--- src/rtl/enc_top.sv ---
// SECDED (72,64) extended-Hamming encoder for the write path.
// One combinational encode stage feeding a single 72-bit output register.
module enc_top (
    input  logic        clk,
    input  logic        rst_n,
    input  logic [63:0] IN,
    output logic [71:0] OUT
);

    // Builds the codeword: data into non-power-of-two slots, then check bits, then overall parity.
    function automatic logic [71:0] secded_encode(input logic [63:0] data);
        logic [71:0] cw;
        logic [6:0]  syn;
        logic [6:0]  pos;
        logic [5:0]  di;
        cw  = 72'h0;
        syn = 7'h0;
        di  = 6'd0;
        for (int p = 1; p < 72; p++) begin
            pos = 7'(p);
            if ((pos & (pos - 7'd1)) != 7'd0) begin
                cw[pos] = data[di];
                // Each set data bit toggles the check bits named by its position index.
                syn     = syn ^ ({7{data[di]}} & pos);
                di      = di + 6'd1;
            end else begin
                cw[pos] = 1'b0;
            end
        end
        cw[1]  = syn[0];
        cw[2]  = syn[1];
        cw[4]  = syn[2];
        cw[8]  = syn[3];
        cw[16] = syn[4];
        cw[32] = syn[5];
        cw[64] = syn[6];
        cw[0]  = even_parity71(cw[71:1]);
        return cw;
    endfunction

    // Overall parity bit that makes the full word even.
    function automatic logic even_parity71(input logic [70:0] bits);
        return ^bits;
    endfunction

    logic [71:0] code_s;
    logic [71:0] out_r;

    assign code_s = secded_encode(IN);

    // Output register; reset clears to the all-zero codeword.
    always_ff @(posedge clk or negedge rst_n) begin
        if (!rst_n) begin
            out_r <= 72'h0;
        end else begin
            out_r <= code_s;
        end
    end

    assign OUT = out_r;

endmodule

--- config.mk ---
export PLATFORM = sky130hd
export DESIGN_NAME = enc_top
export DESIGN_NICKNAME = d
export VERILOG_FILES = /design/src/rtl/enc_top.sv
export SDC_FILE = /design/constraint.sdc
export NUM_CORES = 1
export LEC_CHECK = 0
export CAP_MARGIN = 20
export CORE_MARGIN = 2
export CORE_UTILIZATION = 25
export DETAILED_ROUTE_END_ITERATION = 10
export GPL_TIMING_DRIVEN = 0
export SETUP_SLACK_MARGIN = 0.15
export SLEW_MARGIN = 30
export SYNTH_ARGS = -nofsm -noshare
export SYNTH_HDL_FRONTEND = slang
export SYNTH_SLANG_ARGS = --single-unit
--- constraint.sdc ---
create_clock -name clk -period 0.8 [get_ports clk]
set_input_delay 0.2 -clock clk [delete_from_list [all_inputs] [get_ports clk]]
set_output_delay 0.2 -clock clk [all_outputs]
set_load 0.02 [all_outputs]
# Yosys cells after proc, flatten, opt, wreduce, memory -nomap -nowiden
# Index checks and enable logic that the tools add are counted.
[word_totals]
ff_bits = 72
word_cells = 65
[op_classes]
bitwise_logic = 63
n_reduce_logical = 1
[op_table]
columns = ["op", "n"]
rows = [
  ["$xor 7x6->7", 31],
  ["$reduce_xor 71->1", 1],
  ["$xor 5x5->5", 10],
  ["$xor 7x7->7", 7],
  ["$xor 7x5->7", 4],
  ["$xor 4x4->4", 6],
  ["$xor 3x3->3", 2],
  ["$xor 4x5->5", 1],
  ["$xor 3x4->4", 1],
  ["$xor 2x3->3", 1],
]

# Longest topological paths before layout
[depth]
word_depth = 64
mapped_depth = 6
depth_no_buf = 6

# Worst setup path before layout
# No wires, ideal clock.
[synth_path]
path_kind = "input -> register"
start = "in IN[49]"
end = "reg out_r[0], in the netlist OUT[0]"
arrival_time_ns = 2.146
t_required_ns = 0.666
path_slack_ns = -1.479
path_stages = 6
path_cell_list = "xnor3_1 > xnor3_2 > xnor3_2 > xnor3_1 > xnor3_1 > xnor3_1"
[synth_between]
elab_chain_cells = 16
[synth_rtl]
columns = ["item", "line", "text"]
rows = [
  ["start, declared", "6", "input logic [63:0] IN,"],
  ["$xor 7x6->7 (8 in series)", "24", "syn = syn ^ ({7{data[di]}} & pos);"],
  ["$xor 7x7->7 (7 in series)", "24", ""],
  ["$reduce_xor 71->1 *", "43", "return ^bits;"],
  ["named net code_s[0]", "46", "logic [71:0] code_s;"],
  ["end signal, assigned", "56", "out_r <= code_s;"],
  ["end, declared", "47", "logic [71:0] out_r;"],
]
# The timed path passes the listed nets; every way through them passes the cells marked *.

# Worst setup path in the final report
[layout_path]
start = "in IN[52]"
end = "reg out_r[0], in the netlist OUT[0]"
[layout_between]
elab_chain_cells = 13
[layout_rtl]
columns = ["item", "line"]
rows = [
  ["$xor 7x6->7 (5 in series)", "24"],
  ["$xor 7x7->7 (7 in series)", "24"],
  ["$reduce_xor 71->1 *", "43"],
  ["named net code_s[0]", "46"],
]
# Marks and branches as above.

==> flow_metrics.py <==
metrics = {
    "run_status": {
        "outcome": "finished, violations left",
        "violations": "negative hold slack, negative setup slack",
    },
    "die": {
        "die_x_um": 115.4,
        "num_rows": 40,
        "dieArea_um2": 13310,
        "num_io_pins": 138,
        "die_h_um": 115.4,
        "core_area_um2": 12060,
        "start_util": 0.2572,
    },
    "cells_and_area": {
        "final_nets": 438,
        "diodes": 0,
        "stdcell_area_um2": 5737,
        "stdcell_count": 545,
        "area_growth_syn_to_layout_pct": 84.95,
        "largest_reg_flops": 72,
        "drive_above_1_share": 0.5570,
    },
    "clocking": {
        "cts.sinks": 72,
        "clk_pin_slew_worst_paths_ps": 60,
        "cts_buffer_depth": 2,
        "cts_htree_levels": 3,
        "cts_inserted_buffers": 9,
        "cts_root_buffer": "clkbuf_16",
        "tritoncts": "built",
    },
    "worst_setup_path": {
        "slowest_delay_ps": 470,
        "crit_slowest_cell": "xnor3_2",
        "path_class": "in -> reg",
        "critical_path_required_ps": 1010,
        "worst_path_most_repeated_cell": "xnor3_1",
        "cp-end-kind": "flop",
        "crit_chain": "buf_8 -> xnor3_1 -> xnor3_2 -> xnor2_2 -> xnor3_1 -> xnor3_1 -> xnor3_1",
        "critPathMaxFanout": 2,
        "arrival_ps": 2320,
        "worstSetupStartpoint": "IN[52]",
        "critPathLaunchType": "primary input",
    },
    "drt": {
        "num_vias": 2030,
        "avgRoutedWirePerCell_um": 14.79,
        "drc": 0,
        "via_per_inst": 3.725,
        "drt_iter0_drc": 79,
        "firstDrtPassIters": 4,
        "ant_nets": 0,
        "routed_wl_um": 8062,
    },
    "pwr": {
        "irDropWorstVdd_uv": 1736,
        "power.switching_mw": 4.484,
        "seqPwrFrac": 0.261,
        "p_leak_nw": 2.781,
        "clkPwrFrac": 0.256,
        "p_per_area_nw_per_um2": 2847,
        "switching_share": 0.2745,
        "p_comb_frac": 0.483,
        "p_int_mw": 11.85,
    },
    "global_routing": {
        "track_usage": 0.1290,
        "grt_start_max_net_pins": 40,
        "grt_overflow": 0,
        "first_global_vias": 2164,
        "antenna_found_initial": 0,
        "grt_pass1_wl_um": 12290,
    },
    "sta": {
        "finalMaxSlewViolations": 0,
        "hold_viol_final": 38,
        "rsz0062_at_grt": "yes",
        "min_period_over_period": 2.639,
        "setup_viol": 79,
        "tightest_slew_ps": 533.0,
        "fin_ws_ps": -1311,
        "max_freq_ghz": 0.4736,
        "min_period_ps": 2111,
        "slew_headroom": 0.6447,
        "hold_ws_ps": -158.2,
        "fin_tns_setup_ps": -23200,
    },
    "logic_synthesis": {
        "syn-cell-area_um2": 3102,
        "yosysUniqueCellTypes": 7,
        "synth_warnings": 0,
        "syn_nets": 246,
        "synth_seq_cells": 72,
        "synth_area_per_cell_um2": 17.23,
        "yosysSeqAreaShare": 0.5809,
        "syn_inst": 180,
    },
    "placement": {
        "dp_slack_ps": -2017,
        "dp.cells": 486,
        "place_area_um2": 4782,
        "dpl.hpwl_um": 6027,
        "gp_congestion": 0.7062,
        "io_buffers": 137,
    },
    "run": {
        "maxCapViolCount": 0,
    },
    "worst_hold_path": {
        "worstHoldPathType": "in -> async",
    },
}
[routing by layer]
metal	up-vias	wire, µm	global-route usage
li1	956	-	-
met1	977	3254	0.1562
met2	87	4014	0.2058
met3	10	649	0.04428
met4	0	144	0.06265
met5	-	0	0
[logic make-up (layout without fill, tap and decap cells)]
family | count (synthesis) | in the layout | share of synthesized area
xor+xnor | 108 | 108 | 0.4191
buf+inv | 0 | 197 | 0
flops | 72 | 72 | 0.5809
[power groups by stage]
stage	logic (mW)	clock network (mW)	registers [mW]
after floorplan	3.49	0	4.74
after detailed placement	5.72	0	4.24
after CTS	7.32	4.33	4.26
after global routing	8.32	4.47	4.29
final	7.89	4.18	4.26
after global placement	5.68	0	4.24
[worst max-delay path: cells and delay by family]
kind / cells / cell delay [ps]
xor+xnor: 6 / 2030
buf+inv: 1 / 90
[repair_timing]
item / CTS / global route
setup endpoints to repair: 80 / 81
hold endpoints to repair: 45 / 42
resized for setup: 634 / 58
setup buffers: 26 / 7
hold buffers: 6 / 4
pin swaps: 55 / 27
[final cells by class]
type / count / area (µm²)
Multi-Input combinational cell: 108 / 1652
Tap cell: 168 / 210.2
Clock buffer: 14 / 284.0
Clock inverter: 2 / 35.03
Timing Repair Buffer: 181 / 1754
Sequential cell: 72 / 1802
Fill cell: 1081 / 6325
[cells in the final DEF, fill, tap and decap left out]
master,netlist,routed
clkbuf_2,0,10
dfrtp_1,72,72
clkinv_2,0,1
dlygate4sd2_1,0,14
bufinv_16,0,1
clkdlybuf4s15_1,0,5
xnor2_1,66,37
clkdlybuf4s15_2,0,1
buf_2,0,14
xor2_2,0,3
clkdlybuf4s50_1,0,2
clkbuf_1,0,1
xor2_1,17,11
xnor2_2,0,25
xnor3_2,3,10
xnor3_1,20,13
buf_12,0,1
buf_6,0,85
dlymetal6s2s_1,0,2
dlymetal6s4s_1,0,2
xnor2_4,1,5
buf_4,0,31
clkbuf_16,0,9
dlygate4sd3_1,0,8
buf_8,0,6
xor2_4,0,3
xor3_2,0,1
clkbuf_8,0,4
[Yosys cell counts]
cell,count,area share
xor3_1,1,0.0077
xnor2_1,66,0.19
xor2_1,17,0.048
dfrtp_1,72,0.58
xnor3_1,20,0.15
xnor2_4,1,0.0089
xnor3_2,3,0.023
[stage by stage]
step	util	total power, mW
6_report	0.4756	16.33
5_1_grt	0.4756	17.08
4_1_cts	0.4615	15.91
3_5_place_dp	0.3965	9.962
3_3_place_gp	0.3950	9.917
2_1_floorplan	-	8.225
[path summary, 6_finish.rpt]
check,endpoint,cells after the start
max in group asynchronous,OUT[32]$_DFF_PN0_,2
setup / recovery,OUT[0]$_DFF_PN0_,7
hold / removal,OUT[50]$_DFF_PN0_,1
min in group clk,OUT[5]$_DFF_PN0_,1
Note: power is estimated with default switching activity, not from simulation.
